**config.mk**
```make
export PLATFORM = sky130hd
export DESIGN_NAME = alert_stream_decoder
export DESIGN_NICKNAME = d
export VERILOG_FILES = /design/src/rtl/aegis_alert_pkg.sv /design/src/rtl/alert_char_lookup.sv /design/src/rtl/alert_stream_decoder.sv
export SDC_FILE = /design/constraint.sdc
export NUM_CORES = 1
export LEC_CHECK = 0
export CORE_ASPECT_RATIO = 1.2
export CORE_MARGIN = 2
export CORE_UTILIZATION = 54
export DETAILED_ROUTE_END_ITERATION = 16
export PLACE_DENSITY = 0.86
export SYNTH_ARGS = -nofsm -noshare
export SYNTH_HDL_FRONTEND = slang
export SYNTH_SLANG_ARGS = --single-unit
```
**constraint.sdc**
```tcl
create_clock -name clk -period 4.65 [get_ports clk]
set_input_delay 0.93 -clock clk [delete_from_list [all_inputs] [get_ports clk]]
set_output_delay 0.93 -clock clk [all_outputs]
set_load 0.05 [all_outputs]
```
**src/rtl/aegis_alert_pkg.sv**
```systemverilog
// Shared constants and types for the alert stream decoder: 2-bit alert codes,
// the ASCII bytes recognised on the input stream, and the frame FSM states.
package aegis_alert_pkg;

    localparam int unsigned CODE_W  = 2;
    localparam int unsigned BYTE_W  = 8;

    localparam logic [CODE_W-1:0] CODE_NONE = 2'b00;
    localparam logic [CODE_W-1:0] CODE_R    = 2'b01;
    localparam logic [CODE_W-1:0] CODE_P    = 2'b10;
    localparam logic [CODE_W-1:0] CODE_B    = 2'b11;

    localparam logic [BYTE_W-1:0] ASCII_R  = 8'h52;
    localparam logic [BYTE_W-1:0] ASCII_P  = 8'h50;
    localparam logic [BYTE_W-1:0] ASCII_B  = 8'h42;
    localparam logic [BYTE_W-1:0] ASCII_LF = 8'h0A;
    localparam logic [BYTE_W-1:0] ASCII_CR = 8'h0D;

    typedef enum logic [1:0] {
        ST_IDLE      = 2'd0,
        ST_HAVE_CHAR = 2'd1,
        ST_SKIP      = 2'd2
    } state_e;

endpackage

```
**src/rtl/alert_char_lookup.sv**
```systemverilog
// Combinational byte-to-code lookup for alert letters.
//   data : ASCII byte under test
//   code : 01 'R', 10 'P', 11 'B', 00 for any other byte (case-sensitive)
module alert_char_lookup
    import aegis_alert_pkg::*;
(
    input  logic [BYTE_W-1:0] data,
    output logic [CODE_W-1:0] code
);

    always_comb begin
        code = CODE_NONE;
        unique case (data)
            ASCII_R: code = CODE_R;
            ASCII_P: code = CODE_P;
            ASCII_B: code = CODE_B;
            default: code = CODE_NONE;
        endcase
    end

endmodule

```
**src/rtl/alert_stream_decoder.sv**
```systemverilog
// Decodes an ASCII alert stream of single-letter frames ('R','P','B' then LF,
// CR ignored everywhere) into 2-bit alert codes through a single-entry output
// register, with saturating per-type delivery counters and an error counter.
//   clk, rst            : clock, synchronous active-high reset
//   in_valid/in_data    : byte offered; accepted when in_valid && in_ready
//   in_ready            : !out_valid || out_ready, held low during reset
//   out_valid/out_code  : decoded alert; taken when out_valid && out_ready
//   err_pulse           : one-cycle pulse per malformed frame
//   cnt_r/cnt_p/cnt_b   : delivered alerts per type
//   err_count           : malformed frames seen
module alert_stream_decoder
    import aegis_alert_pkg::*;
#(
    parameter int unsigned CNT_W = 16,
    parameter int unsigned ERR_W = 8
) (
    input  logic              clk,
    input  logic              rst,
    input  logic              in_valid,
    input  logic [7:0]        in_data,
    output logic              in_ready,
    output logic              out_valid,
    output logic [1:0]        out_code,
    input  logic              out_ready,
    output logic              err_pulse,
    output logic [CNT_W-1:0]  cnt_r,
    output logic [CNT_W-1:0]  cnt_p,
    output logic [CNT_W-1:0]  cnt_b,
    output logic [ERR_W-1:0]  err_count
);

    state_e             state;
    logic [CODE_W-1:0]  held_code;
    logic [CODE_W-1:0]  lut_code;

    logic take_c;
    logic is_lf_c;
    logic is_letter_c;
    logic err_now_c;
    logic load_now_c;
    logic accept_out_c;

    alert_char_lookup u_lookup (
        .data (in_data),
        .code (lut_code)
    );

    // Ready is a pure function of the output register so a full entry being
    // drained this cycle still lets a new byte in (no bubble).
    assign in_ready     = !rst && (!out_valid || out_ready);
    assign accept_out_c = out_valid && out_ready;

    // CR bytes are consumed but never reach the frame logic.
    assign take_c      = in_valid && in_ready && (in_data != ASCII_CR);
    assign is_lf_c     = (in_data == ASCII_LF);
    assign is_letter_c = (lut_code != CODE_NONE);

    assign err_now_c  = take_c &&
                        (((state == ST_IDLE) && !is_letter_c && !is_lf_c) ||
                         ((state == ST_HAVE_CHAR) && !is_lf_c));
    assign load_now_c = take_c && (state == ST_HAVE_CHAR) && is_lf_c;

    // Frame FSM, output register and counters.
    always_ff @(posedge clk) begin
        if (rst) begin
            state     <= ST_IDLE;
            held_code <= CODE_NONE;
            out_valid <= 1'b0;
            out_code  <= CODE_NONE;
            err_pulse <= 1'b0;
            cnt_r     <= '0;
            cnt_p     <= '0;
            cnt_b     <= '0;
            err_count <= '0;
        end else begin
            err_pulse <= err_now_c;
            if (err_now_c && (err_count != '1)) begin
                err_count <= err_count + ERR_W'(1);
            end

            // Count the entry leaving the register; a same-cycle load below
            // overrides the clear of out_valid.
            if (accept_out_c) begin
                out_valid <= 1'b0;
                unique case (out_code)
                    CODE_R:  if (cnt_r != '1) cnt_r <= cnt_r + CNT_W'(1);
                    CODE_P:  if (cnt_p != '1) cnt_p <= cnt_p + CNT_W'(1);
                    CODE_B:  if (cnt_b != '1) cnt_b <= cnt_b + CNT_W'(1);
                    default: ;
                endcase
            end

            if (load_now_c) begin
                out_valid <= 1'b1;
                out_code  <= held_code;
            end

            if (take_c) begin
                unique case (state)
                    ST_IDLE: begin
                        if (is_letter_c) begin
                            held_code <= lut_code;
                            state     <= ST_HAVE_CHAR;
                        end else if (!is_lf_c) begin
                            state <= ST_SKIP;
                        end
                    end
                    ST_HAVE_CHAR: begin
                        held_code <= CODE_NONE;
                        state     <= is_lf_c ? ST_IDLE : ST_SKIP;
                    end
                    ST_SKIP: begin
                        if (is_lf_c) begin
                            state <= ST_IDLE;
                        end
                    end
                    default: state <= ST_IDLE;
                endcase
            end
        end
    end

endmodule

```
==> results.txt <==
----------------------------------------------------
[Synthesis]
  Number of standard cells after synthesis ... about 370
  Synth top area cells ... sky130_fd_sc_hd__dfxtp_1 (41%), sky130_fd_sc_hd__xor2_1 (8.5%), sky130_fd_sc_hd__nor2_1 (7.4%)
  Part of the Yosys area used for sequential elements ... 41.4%
  Number of enable flip-flop cells after synthesis ... 0
  FFs w/ async S/R, synth ... 0%
  Register bit count reported by yosys ... 64
  Top flip-flop cell by instance count after synthesis ... sky130_fd_sc_hd__dfxtp_1
  Area fraction of the dominant cell type after synthesis ... 41.4%
  Number of nets produced by synthesis ... 382
  Synthesized area ... between 3000 and 4000 sq um
  Post-synth cell types ... 49
  Post-synthesis average cell area ... 8.45 sq um
  Yosys top cell by area ... sky130_fd_sc_hd__dfxtp_1
  Synthesis warning total ... 0

[Setup path]
  Worst path slowest cell ... sky130_fd_sc_hd__clkdlybuf4s50_1
  Setup slack of the worst register-to-register path ... 2.45 ns
  Required time at the worst-slack endpoint ... 3.72 ns
  Origin of the critical flop-to-flop path ... out_valid$_SDFFE_PP0P_
  Arrival time worst endpoint ... 2.58 ns
  Sequence of cells on the critical path ... clkdlybuf4s50_1 -> nor2b_1 -> nor2_1 -> clkdlybuf4s50_1
  Worst stage delay on the critical path ... 0.84 ns
  Startpoint kind of the worst setup timing path ... primary input
  Type of the worst setup path ... in -> out
  Critical-path maximum fanout ... 5
  Worst Reg2Reg Path Length in Cells ... 5
  Worst flop-to-flop path endpoint ... err_count[5]$_SDFFE_PP0P_
  CP dominant cell by count ... sky130_fd_sc_hd__clkdlybuf4s50_1
  Endpoint kind of the worst setup timing path ... primary output

[Timing]
  Tmin final ... 3.51 ns
  Final-report setup violation count ... 0
  Peak Freq ... approximately 290 MHz
  Final clock skew ... 0.00710 ns
  Worst Hold Margin ... about 0.47 ns
  RSZ-0062 raised after global routing ... no
  Total count of hold-check failures in the final report ... 0
  Crit share post-route ... 75.4%
  Slew of the pin with the lowest slew margin ... 0.883 ns
  Max transition margin ... between 40% and 50%
  Pins over their slew limit ... 0
  TNS Setup ... 0 ns

[Detailed routing]
  Total DRC errors in the routed layout ... 0
  Final routed wire length divided by cell count ... 13.6 microns
  Via count of the routed design ... about 2,900
  Overall routed net length ... 6.92 mm
  Drt first pass iters ... 7
  Vias per cell ... slightly below 6
  Number of nets still failing antenna checks after routing ... 0
  DRC violation total after the first TritonRoute iteration ... 217

[Global routing]
  First-pass GRT wire length ... 11.6 mm
  Total overflow reported by the global router ... 0
  Largest net degree at the start of global routing ... 62
  Global router's overall resource usage ... a little under a quarter
  Vias in the first global route ... 2,665
  Initial antenna violation count ... 0

[Cells and area]
  Most common cell after layout, fill and taps aside ... sky130_fd_sc_hd__clkdlybuf4s50_1
  Filler cells ... 473
  Antenna fix cells ... 0
  Area overhead of the layout relative to synthesis ... 31.3%
  Post-layout nets ... 456
  Top library cells by usage in the layout, fill and taps aside ... sky130_fd_sc_hd__clkdlybuf4s50_1 (71), sky130_fd_sc_hd__dfxtp_1 (64), sky130_fd_sc_hd__nor2_1 (61), sky130_fd_sc_hd__xor2_1 (30), sky130_fd_sc_hd__nand3_1 (25)
  Layout Utilization ... 72.6%
  Ratio of cells with drive above 1 in the final layout ... under 10%

[Clock tree]
  Post-CTS repair timing setup buffer count ... 0
  Maximum clock path buffer count ... 2
  Clock buffer count from CTS ... 9
  Source-to-sink clock delay at the later pin of the worst-skew pair ... about 0.33 ns
  Clock sinks ... 64
  Clock tree from TritonCTS ... done
  Resized cells post-CTS ... 0
  Clock-pin slew on the worst setup and hold paths ... 0.06 ns
  # H-tree levels ... 3
  Root buffer cell ... sky130_fd_sc_hd__clkbuf_8
  Hold_buf cts ... 0

[Placement]
  Placer's final routability congestion estimate ... 0.833
  Final HPWL from detailed placement ... roughly 4.8 mm
  Port Buffers ... 72

[Flow run]
  Max-cap violations ... 0

[Pwr]
  Cell area power density ... 263 nW/um^2
  Worst vdd ir ... 0.000151 V
  Leak pwr ... 0.00144 uW

[Floorplan]
  Die height ... between 80 and 90 microns
  Site row count ... 30
  I/O pin count ... 73
  Effective utilization at floorplan ... 55.3%
  Die boundary width ... 73.1 microns
  Die outline area ... 6350 sq um
  Placeable core area ... 5590 sq um

[Worst hold path]
  Cell depth of the worst hold path ... 1
  Critical hold path startpoint ... held_code[1]$_SDFFE_PP0P_
  Worst Hold Path EP ... held_code[1]$_SDFFE_PP0P_
  Hold crit path type ... reg -> reg

[Outcome]
  Run status ... finished, final reports clean

----------------------------------------------------
==> synthesized netlist by cell type, types with 3 or more instances <==
| library cell | count |
|---|---|
| sky130_fd_sc_hd__a21oi_1 | 12 |
| sky130_fd_sc_hd__and3_1 | 8 |
| sky130_fd_sc_hd__and4_1 | 5 |
| sky130_fd_sc_hd__clkbuf_1 | 9 |
| sky130_fd_sc_hd__dfxtp_1 | 64 |
| sky130_fd_sc_hd__ha_1 | 4 |
| sky130_fd_sc_hd__inv_1 | 9 |
| sky130_fd_sc_hd__mux2i_1 | 6 |
| sky130_fd_sc_hd__nand2_1 | 19 |
| sky130_fd_sc_hd__nand3_1 | 25 |
| sky130_fd_sc_hd__nand4_1 | 19 |
| sky130_fd_sc_hd__nand4b_1 | 3 |
| sky130_fd_sc_hd__nor2_1 | 61 |
| sky130_fd_sc_hd__nor3_1 | 12 |
| sky130_fd_sc_hd__nor4_1 | 11 |
| sky130_fd_sc_hd__o211ai_1 | 3 |
| sky130_fd_sc_hd__o21ai_0 | 15 |
| sky130_fd_sc_hd__or3_1 | 6 |
| sky130_fd_sc_hd__xnor2_1 | 9 |
| sky130_fd_sc_hd__xor2_1 | 30 |
==> worst max path at each step <==
stage | start | to | slack (ns) | depth (start not counted)
detailed placement | out_ready | in_ready | 1.15 | 4
CTS | out_ready | in_ready | 1.15 | 4
floorplan | rst | in_ready | 1.93 | 2
global route | out_ready | in_ready | 1.09 | 4
global placement | out_ready | in_ready | 1.17 | 4
finish | out_ready | in_ready | 1.14 | 4
==> sequential cells by signal (all words and copies together) (netlist names) <==
name,count
cnt_b,16
cnt_p,16
cnt_r,16
err_count,8
err_pulse,1
held_code,2
out_code,2
out_valid,1
state,2
==> final cells by class <==
class,count,area [sq um],area share [%]
clock buffers,15,196,4.84
clock inverters,1,7.51,0.185
inverters,9,33.8,0.832
multi-input cells,283,1740,42.8
flip-flops and latches,64,1280,31.5
well taps,64,80.1,1.97
repair buffers,73,723,17.8
==> per-stage QoR <==
step                area (sq um)  power (uW)  std cells  setup WS (ns)
floorplan                   3090         589        366           1.93
global placement            3860         607        493           1.17
detailed placement          3860         608        493           1.15
CTS                         4060        1080        509           1.15
global route                4060        1100        509           1.09
finish                      4060        1070        509           1.14
==> critical path, delay by kind of cell <==
family	cells	cell delay [ns]
buffers and inverters	2	1.39
AND/OR/NAND/NOR	2	0.26
==> layer usage <==
metal | vias to the layer above | part of all wire (%) | track usage [%]
li1 | 1483 | - | -
met2 | 78 | 50 | 38.0
met3 | 9 | 3.5 | 3.24
met4 | 0 | 1.5 | 9.60
met1 | 1362 | 45 | 28.6
met5 | - | 0 | 0
==> power breakdown <==
| part | switching [uW] | total (uW) | internal (uW) |
|---|---|---|---|
| Sequential | 1.81 | 552 | 550 |
| Combinational | 26.8 | 43.8 | 17.0 |
| Clock | 205 | 472 | 267 |
==> cell families (layout without fill, tap and decap cells) <==
logic type               after synthesis  in the layout  synth area share [%]
AO/OA/AOI/OAI                         50             50                  10.6
multiplexers                           6              6                  1.94
buffers and inverters                 19             98                  2.35
AND/OR/NAND/NOR                      184            184                  31.1
adder cells (fa/ha/maj)                4              4                  1.62
XOR/XNOR                              39             39                  11.0
flip-flops                            64             64                  41.4
Note: power is estimated with default switching activity, not from simulation.
